===== src/rtl/writeback_csr_seq.sv =====
// writeback_csr_seq -- writeback stage with a multi-cycle CSR write sequencer.
// One instruction may carry up to three CSR writes; the single CSR port is
// time-multiplexed over consecutive cycles (IDLE -> CSR2 -> CSR3). The GPR
// write and the first CSR write go out in the first cycle. DONE parks a
// finished instruction while the pipeline is stalled, so nothing is written
// twice.
// Optional feature: define WB_COMMIT_TRACE_EN to add the registered retire
// trace (commit_*); when undefined the trace ports are tied to zero.

typedef logic [63:0] wb_word_t;

// MEM/WB pipeline register contents.
typedef struct packed {
    logic        valid;
    logic        isWriteBack;
    logic [4:0]  wd;
    logic        isJump;
    logic        isMemRead;
    wb_word_t    pcPlus4;
    wb_word_t    memOut;
    wb_word_t    aluOut;
    logic        isCSRWrite;
    logic [11:0] CSR_addr;
    wb_word_t    CSR_write_value;
    logic        isCSRWrite2;
    logic [11:0] CSR_addr2;
    wb_word_t    CSR_write_value2;
    logic        isCSRWrite3;
    logic [11:0] CSR_addr3;
    wb_word_t    CSR_write_value3;
    wb_word_t    instrAddr;
    logic [31:0] instr;
    logic        skip;
} REG_MEM_WB;

// Bypass information handed back to decode/execute.
typedef struct packed {
    logic       valid;
    logic       isWb;
    logic [4:0] wd;
    wb_word_t   wdData;
} FORWARD_SOURCE;

module writeback_csr_seq #(
    parameter int unsigned XLEN          = 64,
    parameter int unsigned NUM_CSR_SLOTS = 3
) (
    input  logic            clk,
    input  logic            rst,
    input  REG_MEM_WB       moduleIn,
    input  logic            ok_to_proceed_overall,
    output logic            ok_to_proceed,
    output logic            rf_we,
    output logic [4:0]      rf_wa,
    output logic [XLEN-1:0] rf_wd,
    output logic            csr_we,
    output logic [11:0]     csr_addr,
    output logic [XLEN-1:0] csr_wdata,
    output FORWARD_SOURCE   forwardSource,
    output logic            instret_inc,
    output logic            commit_valid,
    output logic [63:0]     commit_pc,
    output logic [31:0]     commit_instr,
    output logic            commit_skip
);

    typedef enum logic [1:0] {
        ST_IDLE = 2'd0,
        ST_CSR2 = 2'd1,
        ST_CSR3 = 2'd2,
        ST_DONE = 2'd3
    } state_e;

    // Slots beyond the configured count are never sequenced.
    localparam bit SLOT2_OK = (NUM_CSR_SLOTS >= 2);
    localparam bit SLOT3_OK = (NUM_CSR_SLOTS >= 3);

    state_e   state_q, state_d;
    logic     slot2_req;
    logic     slot3_req;
    logic     live;
    wb_word_t wb_sel;

    // Slot 3 only exists behind slot 2: CSR2 is the only state that looks at it.
    assign slot2_req = SLOT2_OK & moduleIn.isCSRWrite2;
    assign slot3_req = SLOT3_OK & moduleIn.isCSRWrite3;
    assign live      = moduleIn.valid & (state_q != ST_DONE);

    // Writeback data select: link address, load data or ALU result.
    assign wb_sel = moduleIn.isJump    ? moduleIn.pcPlus4 :
                    moduleIn.isMemRead ? moduleIn.memOut  :
                                         moduleIn.aluOut;

    // State register; reset abandons any CSR slots still pending.
    always_ff @(posedge clk or posedge rst) begin
        // NOTE: sequential state uses non-blocking assignments so every flop
        // samples pre-edge values regardless of process evaluation order.
        if (rst) begin
            state_q <= ST_IDLE;
        end else begin
            state_q <= state_d;
        end
    end

    // Next state and every write-port output, decoded from state and moduleIn.
    always_comb begin
        // NOTE: every output of this block is given a default first, so no
        // path through the case statement can leave one unassigned (no latch).
        state_d   = state_q;
        rf_we     = 1'b0;
        rf_wa     = '0;
        rf_wd     = '0;
        csr_we    = 1'b0;
        csr_addr  = '0;
        csr_wdata = '0;

        if (!moduleIn.valid) begin
            // A bubble issues nothing and leaves the sequencer idle.
            state_d = ST_IDLE;
        end else begin
            rf_wa = moduleIn.wd;
            rf_wd = wb_sel[XLEN-1:0];
            case (state_q)
                ST_IDLE: begin
                    rf_we     = moduleIn.isWriteBack & (moduleIn.wd != 5'd0);
                    csr_we    = moduleIn.isCSRWrite;
                    csr_addr  = moduleIn.CSR_addr;
                    csr_wdata = moduleIn.CSR_write_value[XLEN-1:0];
                    if (slot2_req)                  state_d = ST_CSR2;
                    else if (ok_to_proceed_overall) state_d = ST_IDLE;
                    else                            state_d = ST_DONE;
                end
                ST_CSR2: begin
                    csr_we    = 1'b1;
                    csr_addr  = moduleIn.CSR_addr2;
                    csr_wdata = moduleIn.CSR_write_value2[XLEN-1:0];
                    if (slot3_req)                  state_d = ST_CSR3;
                    else if (ok_to_proceed_overall) state_d = ST_IDLE;
                    else                            state_d = ST_DONE;
                end
                ST_CSR3: begin
                    csr_we    = 1'b1;
                    csr_addr  = moduleIn.CSR_addr3;
                    csr_wdata = moduleIn.CSR_write_value3[XLEN-1:0];
                    state_d   = ok_to_proceed_overall ? ST_IDLE : ST_DONE;
                end
                ST_DONE: begin
                    // All writes already issued; wait for the pipeline to move.
                    state_d = ok_to_proceed_overall ? ST_IDLE : ST_DONE;
                end
                default: state_d = ST_IDLE;
            endcase
        end
    end

    // Stage completion: true on the cycle that issues the last pending write.
    always_comb begin
        ok_to_proceed = ~moduleIn.valid
                      | (state_q == ST_DONE)
                      | ((state_q == ST_IDLE) & ~slot2_req)
                      | ((state_q == ST_CSR2) & ~slot3_req)
                      | (state_q == ST_CSR3);
    end

    assign instret_inc = ok_to_proceed & live;

    // Bypass: the destination is visible until the instruction has finished.
    always_comb begin
        forwardSource        = '0;
        forwardSource.valid  = live & (moduleIn.wd != 5'd0);
        forwardSource.isWb   = moduleIn.isWriteBack;
        forwardSource.wd     = moduleIn.wd;
        forwardSource.wdData = 64'(rf_wd);
    end

`ifdef WB_COMMIT_TRACE_EN
    logic        commit_valid_q;
    logic [63:0] commit_pc_q;
    logic [31:0] commit_instr_q;
    logic        commit_skip_q;

    // Retire trace: captured on the retire pulse, presented one cycle later.
    always_ff @(posedge clk or posedge rst) begin
        if (rst) begin
            commit_valid_q <= 1'b0;
            commit_pc_q    <= '0;
            commit_instr_q <= '0;
            commit_skip_q  <= 1'b0;
        end else begin
            commit_valid_q <= instret_inc;
            if (instret_inc) begin
                commit_pc_q    <= moduleIn.instrAddr;
                commit_instr_q <= moduleIn.instr;
                commit_skip_q  <= moduleIn.skip;
            end
        end
    end

    assign commit_valid = commit_valid_q;
    assign commit_pc    = commit_pc_q;
    assign commit_instr = commit_instr_q;
    assign commit_skip  = commit_skip_q;
`else
    // Trace fields are only consumed by the optional retire trace.
    logic unused_trace_fields;
    assign unused_trace_fields = ^{moduleIn.instrAddr, moduleIn.instr, moduleIn.skip};

    assign commit_valid = 1'b0;
    assign commit_pc    = '0;
    assign commit_instr = '0;
    assign commit_skip  = 1'b0;
`endif

endmodule


===== config.mk =====
export PLATFORM = sky130hd
export DESIGN_NAME = writeback_csr_seq
export DESIGN_NICKNAME = d
export VERILOG_FILES = /design/src/rtl/writeback_csr_seq.sv
export SDC_FILE = /design/constraint.sdc
export NUM_CORES = 1
export LEC_CHECK = 0
export BUFFER_PORTS_ARGS = -buffer_cell sky130_fd_sc_hd__buf_4
export CORE_AREA = 5 5 327 329
export CTS_CLUSTER_DIAMETER = 60
export CTS_CLUSTER_SIZE = 14
export DETAILED_ROUTE_END_ITERATION = 10
export DIE_AREA = 0 0 332 334
export MAX_ROUTING_LAYER = met4
export PLACE_DENSITY_LB_ADDON = 0.05
export SLEW_MARGIN = 20
export SYNTH_ARGS = -nofsm -noshare
export SYNTH_HDL_FRONTEND = slang
export SYNTH_SLANG_ARGS = --single-unit

===== constraint.sdc =====
create_clock -name clk -period 2.1 [get_ports clk]
set_input_delay 0.42 -clock clk [delete_from_list [all_inputs] [get_ports clk]]
set_output_delay 0.42 -clock clk [all_outputs]
set_load 0.05 [all_outputs]

==> summary.md, run 1 <==
| Metric | Value |
|---|---|
| Outcome | finished with violations |
| Failing checks | setup timing |
| Port Buffers | 654 |
| Top Ports | 850 |
| Internal power | 2280 uW |
| Switching power | about 3200 uW |
| Seq pwr share | 0.9% |
| Clk slew on worst S/H paths | 0.03 ns |
| P per Cell Area | 448 mW/mm2 |
| Placer Congestion | 0.714 |
| First-pass GRT wire length | 65700 um |
| H-tree depth | 1 |
| Post-synth EDFFs | 0 |
| Critical path's slowest cell | a222oi_1 |
| Setup CP Type | reg2out |
| Clock sink count | 2 |
| Final worst slack | -0.313 ns |
| Biggest register | state_q |
| Top cells by area, synth | buf_4 (30%), a222oi_1 (18%), mux2i_1 (15%), a21oi_1 (8.0%), nor2_1 (7.1%) |
| Hold crit path type | in2async |
| GRT Total Usage | 8.53% |
| CP cell instances | inv_2 > buf_6 > ha_4 > buf_12 > a222oi_1 > buf_4 > nor2_2 > buf_6 |
| Crit path max fanout | 6 |
| Initial Utilization | slightly above 4% |
| Layout area overhead | 186% |
| CP endpoint kind | output port |
| Largest net degree at the start of global routing | 36 |
| Least-Margin Pin Slew | 0.553 ns |
| Final hold vios | 0 |
| Number of global-route vias before repair | 7944 |
| Most used cell, CP | buf_6 |
| Post-Route WL | just under 50000 um |
| Max-Cap Viols | 0 |
| Post-route minimum period | 2.41 ns |
| Layout fillers | 11900 |
| Crit start category | flip-flop |
| # setup viols final | 81 |
| Die Ht | around 330 um |
| Part of the power in the clock network | between 5 and 6% |
| Unique cell type count in the Yosys netlist | 25 |
| DPL Wire Length | 42000 um |
| Share of layout cells above drive strength 1 | 74.1% |
| Syn avg cell area | 6.94 um2 |
| Routed len/inst | about 19 um |
| Leak Pwr | 0.00557 uW |
| Post-synth ARST share | 100% |
| Drt pass-1 iters | 8 |
| Clock latency at the later pin of the worst-skew pair | 0.23 ns |
| DR vias/cell | ~2.7 |
| Die W | 332 um |
| Most frequent cell after synthesis | buf_4 |
| Crit path DAT | 1.99 ns |
| Sw Ratio | 58.3% |
| Post-route cell area | about 0.012 mm2 |
| Synth Register Bits | 2 |
| Unrepaired setup endpoints after global routing | yes |
| Final Cycle Share | 115% |
| Synth cell count leaders | buf_4 (170), nor2_1 (81), a222oi_1 (76), a21oi_1 (68), mux2i_1 (64) |
| TritonCTS clock tree | built |
| Register Area | a little over 50 um2 |
| Gate power share | 93.9% |
| Placed inst area | about 0.011 mm2 |
| Leading area contributor after synthesis | buf_4 |
| # DRC | 0 |
| Fmax achieved | between 400 and 500 MHz |
| Slowest stage delay, CP | 0.46 ns |
| Nets@finish | 1789 |
| Syn Inst Count | around 620 |
| Sequential share of the synthesized area | 1.17% |
| Largest register FFs | 2 |
| Initial antenna violation count | 4 |
| Multi-input gate area | 0.00361 mm2 |
| Slew Limit Headroom | 63.1% |
| Count of antenna-violating nets left after detailed routing | 0 |
| Drt first-iter violations | 435 |
| GRT Residual Overflow | 0 |
| Slew Viols, Final | 0 |
| Critical Path RT | 1.68 ns |
| Worst ir drop on vdd | 0.000210 V |
| Largest registers | state_q (2) |
| Via count | 7120 |
| R2R setup slack | 0.42 ns |
| DIE AREA | 0.111 mm2 |
| Synth top area share | 29.9% |
| YS warnings | 0 |
| Row count | 118 |
| Dpl ws | -0.130 ns |
| Clk root buf | clkbuf_16 |
| Final clock skew | 0.00161 ns |
| Synth Flop Type | dfrtp_1 |
| CORE AREA | 0.103 mm2 |
| Mapped Area | 0.00427 mm2 |
| Clk buf depth | 2 |
| Number of buffers created by CTS | 3 |
[what timing repair did]
item / CTS / global route
setup buffers: 16 / 10
hold buffers: 0 / 0
gates cloned: 9 / 1
endpoints found under the setup margin: 82 / 81
pin swaps: 65 / 29
resized for setup: 87 / 49
[logic make-up (layout without fill, tap and decap cells)]
| family | count (synthesis) | count (layout) | synth area share, % |
|---|---|---|---|
| AOI/OAI and AO/OA | 210 | 210 | 33.5 |
| adders and majority gates | 6 | 6 | 1.76 |
| buffers and inverters | 237 | 773 | 39.1 |
| DFF | 2 | 2 | 1.17 |
| muxes | 64 | 64 | 15.0 |
| other | 1 | 102 | 0.0877 |
| and+or+nand+nor | 96 | 96 | 9.31 |
[routing by layer]
layer  vias up  global-route usage, %  wire length [um]  part of all wire [%]
met5         -                      -                 0                     0
met4         0                   1.02               210                  0.42
met3         6                   3.85              5400                    11
met2       460                   15.4             25700                    52
met1      3326                   8.83             18200                    37
li1       3328                      -                 -                     -
[final timing paths]
check / startpoint / endpoint / cells after the start
min in group clk: ok_to_proceed_overall / state_q[1]$_DFF_PP0_ / 4
max in group asynchronous: rst / state_q[0]$_DFF_PP0_ / 2
min: rst / state_q[0]$_DFF_PP0_ / 2
min reg2reg: state_q[1]$_DFF_PP0_ / state_q[1]$_DFF_PP0_ / 5
max reg2reg: state_q[0]$_DFF_PP0_ / state_q[0]$_DFF_PP0_ / 7
max: state_q[1]$_DFF_PP0_ / csr_addr[0] / 8
[power by group through the flow]
stage | registers (uW) | logic (uW) | clock network (uW)
6_report | 48.6 | 5140 | 282
5_1_grt | 49.0 | 5400 | 295
4_1_cts | 47.6 | 5110 | 288
3_5_place_dp | 46.3 | 4680 | 0
3_3_place_gp | 46.3 | 4720 | 0
2_1_floorplan | 46.5 | 3000 | 0
[per-stage QoR]
step	hold slack (ns)	power, uW	cells	utilization [%]	setup TNS, ns
finish	0.0738	5470	2633	11.8	-11.78
global route	0.0918	5740	2633	11.8	-17.07
CTS	0.0873	5440	2620	11.6	-14.00
detailed placement	0.320	4730	2592	10.8	-0.333
global placement	0.310	4760	2592	10.8	-0.406
floorplan	0.161	3050	713	-	-5.54
[cell type report]
cell class                      instances  area share, %
Timing Repair Buffer                  765           55.0
Multi-Input combinational cell        474           29.5
Tap cell                             1380           14.1
Clock buffer                            3          0.615
Sequential cell                         2          0.420
Inverter                                5          0.195
Antenna cell                            4         0.0820
[cells in the final DEF (no fill, tap or decap)]
cell       count
buf_4        630
conb_1        98
buf_6         87
a222oi_1      76
nor2_2        71
mux2i_1       64
a21oi_2       50
o21ai_0       45
buf_12        29
o21ai_1       20
a21oi_4       15
nor2_4         9
buf_16         8
buf_8          8
and2_1         5
diode_2        4
ha_4           4
clkbuf_16      4
a21oi_1        3
inv_2          2
inv_1          2
nand2b_1       2
ha_1           2
bufbuf_16      2
nand2b_4       1
nor2b_1        1
nor4_1         1
nor3b_1        1
inv_6          1
nor2b_4        1
nor3_4         1
or4_1          1
nor2_1         1
o31ai_1        1
nand3_4        1
dfrtp_2        1
dfrtp_1        1
[worst max-delay path: cells and delay by family (launching register included)]
kind	cells	cell delay (ns)
AOI/OAI and AO/OA	1	0.46
and+or+nand+nor	1	0.03
buffers and inverters	5	0.69
adders and majority gates	1	0.20
DFF	1	0.36
Note: power is estimated with default switching activity, not from simulation.
==> run 2: changes to the inputs <==
- CORE_AREA: 5 5 327 329 -> 2 2 334 336
- DIE_AREA: 0 0 332 334 -> 0 0 336 338
==> run 2 against run 1 <==
The run still ends with setup timing left; die area increased by 2.4%; global-route usage decreased by 0.61 points; sequential share of layout area about the same; cell count increased by 4.5%; clock power increased by 2%; hold slack improved by 0.0040 ns; cell area increased by 2.3%; total power increased by 0.55%; critical path depth decreased by 1.
==> summary.md, run 2 (synthesized netlist as in run 1, its figures left out) <==
| Metric | Value |
|---|---|
| Max-Cap Viols | 0 |
| CP endpoint kind | output port |
| CORE AREA | 0.110 mm2 |
| Dpl ws | -0.272 ns |
| Number of buffers created by CTS | 3 |
| Crit-path leading delay family | buffers and inverters |
| Largest register FFs | 2 |
| DR vias/cell | 2.56 |
| GRT Residual Overflow | 0 |
| H-tree depth | 1 |
| Share of layout cells above drive strength 1 | 74.3% |
| Most used cell, CP | buf_6 |
| Setup CP Type | reg2out |
| Slowest stage delay, CP | ~0.55 ns |
| Hold Slack | 0.0778 ns |
| Largest net degree at the start of global routing | 34 |
| Slew Viols, Final | 0 |
| Crit path DAT | 2.01 ns |
| Sum Neg Setup Slack | -14.71 ns |
| # setup viols final | 80 |
| Routed len/inst | roughly 18 um |
| Crit path max fanout | 7 |
| Least-Margin Pin Slew | 0.605 ns |
| Row count | between 100 and 150 |
| # DRC | 0 |
| GR Layer Usage met1 | 8.27% |
| Unrepaired setup endpoints after global routing | yes |
| Top Ports | 850 |
| Most Used Layer, Global Route | met2 |
| P per Cell Area | 440 mW/mm2 |
| TritonCTS clock tree | built |
| Die Ht | 338 um |
| Drt first-iter violations | 315 |
| Final worst slack | -0.332 ns |
| DPL Wire Length | 41300 um |
| Commonest non-fill, non-tap cell in the layout | buf_4 |
| Placer Congestion | between 0.6 and 0.7 |
| Slew Limit Headroom | 59.6% |
| GRT Total Usage | 7.92% |
| Leak Pwr | 0.00561 uW |
| Pwr Total | 5500 uW |
| Die W | approximately 340 um |
| First-pass GRT wire length | between 60000 and 70000 um |
| Fmax achieved | 411 MHz |
| CTS Hold Bufs | 0 |
| Initial Utilization | just under 4% |
| Final clock skew | 0.000879 ns |
| Critical Path RT | 1.68 ns |
| Highest-count cells in the layout ignoring fill and taps | buf_4 (634), conb_1 (98), buf_6 (88) |
| Buf/Inv on CP | 4 |
| Drt pass-1 iters | 5 |
| Met2 Track Usage GR | about 14% |
| Failing checks | setup timing |
| Met3 usage | 3.87% |
| Clk slew on worst S/H paths | roughly 0.030 ns |
| Clk buf depth | 2 |
| Post-route minimum period | about 2.4 ns |
| Via count | ~7000 |
| Clock latency at the later pin of the worst-skew pair | 0.22 ns |
| Post-route cell area | 0.0125 mm2 |
| Final hold vios | 0 |
| Count of antenna-violating nets left after detailed routing | 0 |
| Clock sink count | 2 |
| Post-Route WL | 48300 um |
| Outcome | finished with violations |
| Largest registers | state_q (2) |
| Critical path's slowest cell | a222oi_1 |
| DIE AREA | 0.114 mm2 |
| Worst ir drop on vdd | 0.000174 V |
| Port Buffers | 654 |
| Initial antenna violation count | 7 |
| Number of global-route vias before repair | 7377 |
| Crit start category | flip-flop |
| CP cell instances | buf_6 > ha_4 > buf_12 > a222oi_1 > buf_4 > nor2_4 > buf_6 |
| Nets@finish | 1798 |
| Placed inst area | 0.0113 mm2 |
| Biggest register | state_q |
| Hold crit path type | in2async |
| Final Cycle Share | 116% |
| Layout area overhead | 192% |
| Clk root buf | clkbuf_16 |
run 2: report_power, final:
part / leakage (uW) / internal [uW] / switching (uW)
registers: 0.0000251 / 43.4 / 5.09
clock network: 0.0000370 / 242 / 45.0
logic: 0.00555 / 2010 / 3150
total: 0.00561 / 2300 / 3200
run 2: worst register-to-register path: cells and delay by family, from the launching register on:
family	cells	cell delay [ns]
adder cells (fa/ha/maj)	1	0.19
buffers and inverters	3	0.41
flip-flops	1	0.43
AND/OR/NAND/NOR	2	0.37
run 2: area by class of cell:
type,count,area [um2]
fillers,12800,97600
repair buffers,774,6840
multi-input cells,474,3630
well taps,1488,1860
clock buffers,3,75.1
flip-flops and latches,2,51.3
inverters,5,23.8
diodes,6,15.0
run 2: worst paths after layout:
| path | startpoint | to | slack (ns) | depth (start not counted) |
|---|---|---|---|---|
| max in group asynchronous | rst | state_q[0]$_DFF_PP0_ | 1.89 | 2 |
| worst max register to register | state_q[0]$_DFF_PP0_ | state_q[0]$_DFF_PP0_ | 0.56 | 6 |
| worst min register to register | state_q[1]$_DFF_PP0_ | state_q[1]$_DFF_PP0_ | 0.92 | 5 |
| min in group clk | ok_to_proceed_overall | state_q[1]$_DFF_PP0_ | 0.52 | 4 |
| worst max-delay path | state_q[1]$_DFF_PP0_ | csr_wdata[9] | -0.33 | 7 |
| worst min-delay path | rst | state_q[0]$_DFF_PP0_ | 0.08 | 2 |
run 2: layer usage:
metal | up-vias | wire length (um)
met5 | - | 0
met4 | 0 | 115
met3 | 6 | 5980
met2 | 465 | 24600
met1 | 3232 | 17700
li1 | 3339 | -
run 2: stage by stage:
| step | std cells | util (%) |
|---|---|---|
| floorplan | 713 | - |
| global placement | 2708 | 10.2 |
| detailed placement | 2708 | 10.2 |
| CTS | 2737 | 11.1 |
| global route | 2752 | 11.4 |
| finish | 2752 | 11.4 |
run 2: repair_timing:
item | CTS | global route
endpoints found under the setup margin | 81 | 84
gates resized for setup | 136 | 25
buffers inserted | 18 | 9
pin swaps | 43 | 45
gates cloned | 8 | 3
==> run 3: changes to the inputs <==
- ABC_AREA: unset -> 1
- CAP_MARGIN: unset -> 20
- CORE_AREA: 2 2 334 336 -> 2 2 327 329
- DIE_AREA: 0 0 336 338 -> 0 0 329 331
- clock period: 2.1 -> 2.6 ns (I/O delays scaled with it)
==> run 3 against run 2 <==
The run now ends clean; clock skew is essentially flat; count of clock-buffer cells in the layout is the same; non-clock buffer count shrank 78; synthesized cell count grew 95%; combinational power shrank 8.3%; via count grew 23%; first-iteration DRC count shrank 26%; cell area shrank 6.2%; hold slack gained 0.085 ns; clock power shrank 20%; utilization shrank 0.19 points.
==> summary.md, run 3 <==
| Metric | Value |
|---|---|
| P per Cell Area | 428 mW/mm2 |
| Crit path DAT | around 2.0 ns |
| Max-Cap Viols | 0 |
| R2R setup slack | 1.12 ns |
| Clock latency at the later pin of the worst-skew pair | 0.22 ns |
| Post-route minimum period | 2.47 ns |
| CP endpoint kind | output port |
| Part of the power in the clock network | between 4 and 5% |
| Crit start category | flip-flop |
| Initial Utilization | 5.57% |
| Gate power share | 94.4% |
| Sum Neg Setup Slack | 0 ns |
| Slew Viols, Final | 0 |
| Via count | 8682 |
| Initial antenna violation count | 8 |
| Setup CP Type | reg2out |
| Switching power | 3260 uW |
| Most frequent cell after synthesis | nand2_1 |
| Reg2Reg Depth | 7 |
| First-pass GRT wire length | 61300 um |
| TritonCTS clock tree | built |
| Commonest non-fill, non-tap cell in the layout | buf_4 |
| Final design utilization | roughly 11% |
| Drt pass-1 iters | 4 |
| Nets@finish | about 2300 |
| Unique cell type count in the Yosys netlist | 23 |
| Synth Flop Type | dfrtp_1 |
| Placer Congestion | between 0.7 and 0.8 |
| Final clock skew | between 0.0006 and 0.0007 ns |
| Post-synth ARST share | 100% |
| Sw Ratio | around 65% |
| Share of layout cells above drive strength 1 | between 40% and 50% |
| Drt first-iter violations | 232 |
| Leak Pwr | 0.00705 uW |
| Hold crit path type | in2async |
| CTS Hold Bufs | 0 |
| Worst ir drop on vdd | 0.000192 V |
| Clock sink count | 2 |
| Row count | 119 |
| Internal power | 1760 uW |
| Leading area contributor after synthesis | nand2_1 |
| Largest registers | state_q (2) |
| Biggest register | state_q |
| Post-Route WL | 46000 um |
| Post-route cell area | 0.0117 mm2 |
| Number of buffers created by CTS | 3 |
| Worst R2R Start | state_q[0]$_DFF_PP0_ |
| Post-synth EDFFs | 0 |
| Final hold vios | 0 |
| Die Ht | ~330 um |
| Seq pwr share | around 1.0% |
| Fmax achieved | 404 MHz |
| Number of global-route vias before repair | just under 9000 |
| # setup viols final | 0 |
| Synth Register Bits | 2 |
| Unrepaired setup endpoints after global routing | no |
| Crit path max fanout | 57 |
| Port Buffers | roughly 650 |
| Outcome | finished, final reports clean |
| H-tree depth | 1 |
| Routed len/inst | approximately 15 um |
| Top Ports | between 800 and 900 |
| Clk buf depth | 2 |
| Synth cell count leaders | nand2_1 (384), inv_1 (286), buf_4 (177), nand3_1 (80), o21ai_0 (65) |
| Syn Inst Count | between 1000 and 1500 |
| Sequential share of the synthesized area | 0.857% |
| Syn avg cell area | 4.87 um2 |
| Top cells by area, synth | nand2_1 (25%), buf_4 (23%), inv_1 (18%), nand3_1 (6.9%), o21ai_0 (5.6%) |
| Critical Path RT | 2.08 ns |
| R2r endpoint | state_q[0]$_DFF_PP0_ |
| CORE AREA | approximately 0.10 mm2 |
| Clk root buf | clkbuf_16 |
| Count of antenna-violating nets left after detailed routing | 0 |
| Pwr Total | approximately 5000 uW |
| Layout fillers | approximately 13000 |
| DIE AREA | approximately 0.11 mm2 |
| Synth top area share | 24.7% |
| Hold Slack | 0.163 ns |
| Final Cycle Share | 95.1% |
| Highest-count cells in the layout ignoring fill and taps | buf_4 (685), nand2_1 (384), inv_1 (285) |
| Largest net degree at the start of global routing | 73 |
| Mapped Area | 0.00584 mm2 |
| Clk slew on worst S/H paths | 0.03 ns |
| Layout area overhead | 101% |
| DR vias/cell | 2.75 |
| Largest register FFs | 2 |
| Placed inst area | 0.0116 mm2 |
| YS warnings | 0 |
| Die W | 329 um |
| DPL Wire Length | about 40000 um |
| # DRC | 0 |
| GRT Residual Overflow | 0 |
| GRT Total Usage | ~8% |
-- run 3: cell count changes after synthesis, sizes merged, moves of 9 or more --
cell | previous run | this run
nand2 | 0 | 384
inv | 5 | 288
nand3 | 1 | 80
nor2 | 81 | 3
a222oi | 76 | 0
mux2i | 64 | 0
o21ai | 65 | 129
buf | 205 | 220
clkbuf | 27 | 18
-- run 3: layout make-up --
type	instances	area [um2]	share of cell area (%)
Antenna cell	9	22.5	0.192
Clock buffer	3	75.1	0.640
Inverter	288	1080	9.24
Multi-Input combinational cell	770	3390	28.9
Sequential cell	2	50.0	0.427
Tap cell	1391	1740	14.8
Timing Repair Buffer	696	5360	45.8
-- run 3: power groups by stage --
stage                     Clock [uW]  Sequential (uW)  Combinational [uW]
after floorplan                    0             44.2                3200
after CTS                        234             49.8                4860
final                            229             49.7                4730
after detailed placement           0             49.6                4850
after global placement             0             50.4                4890
after global routing             237             51.8                5140
-- run 3: worst max-delay path by stage --
stage | start | end | slack [ns] | depth (start not counted)
after floorplan | state_q[0]$_DFF_PP0_ | instret_inc | 0.16 | 7
after global placement | moduleIn[520] | rf_wd[14] | 0.19 | 6
after detailed placement | moduleIn[520] | forwardSource[14] | 0.20 | 6
after CTS | state_q[0]$_DFF_PP0_ | csr_wdata[50] | 0.009 | 9
after global routing | state_q[1]$_DFF_PP0_ | csr_wdata[30] | 0.003 | 8
final | state_q[0]$_DFF_PP0_ | csr_wdata[30] | 0.13 | 6
-- run 3: stage by stage --
step                      setup WS (ns)  std cells
final                             0.128       3159
after CTS                       0.00913       3146
after detailed placement          0.204       3143
after global placement            0.186       3143
after global routing            0.00304       3157
after floorplan                   0.157       1298
-- run 3: cell families after synthesis --
kind of cell / Yosys count / share of synthesized area (%)
flops: 2 / 0.857
simple gates: 470 / 32.3
fa+ha+maj: 6 / 1.28
buf+inv: 526 / 48.1
other cells: 1 / 0.0642
compound gates: 196 / 17.5
-- run 3: timing repair --
action | in CTS | in global routing
pin swaps | 1 | 1
endpoints found under the setup margin | 1 | 20
resized for setup | 0 | 1
setup buffers | 0 | 4
-- run 3: critical path: stages (launching register included) --
cell,delay [ns]
dfrtp_1,0.44
ha_1,0.31
nor2_8,0.14
buf_12,0.25
nand2_1,0.16
inv_1,0.11
buf_4,0.21
-- run 3: routing by layer --
metal	vias up	GRT usage [%]	part of all wire, %
met4	0	0.764	0.39
met3	6	2.86	10
met1	3810	9.04	40
met5	-	-	0
li1	4395	-	-
met2	471	13.9	49
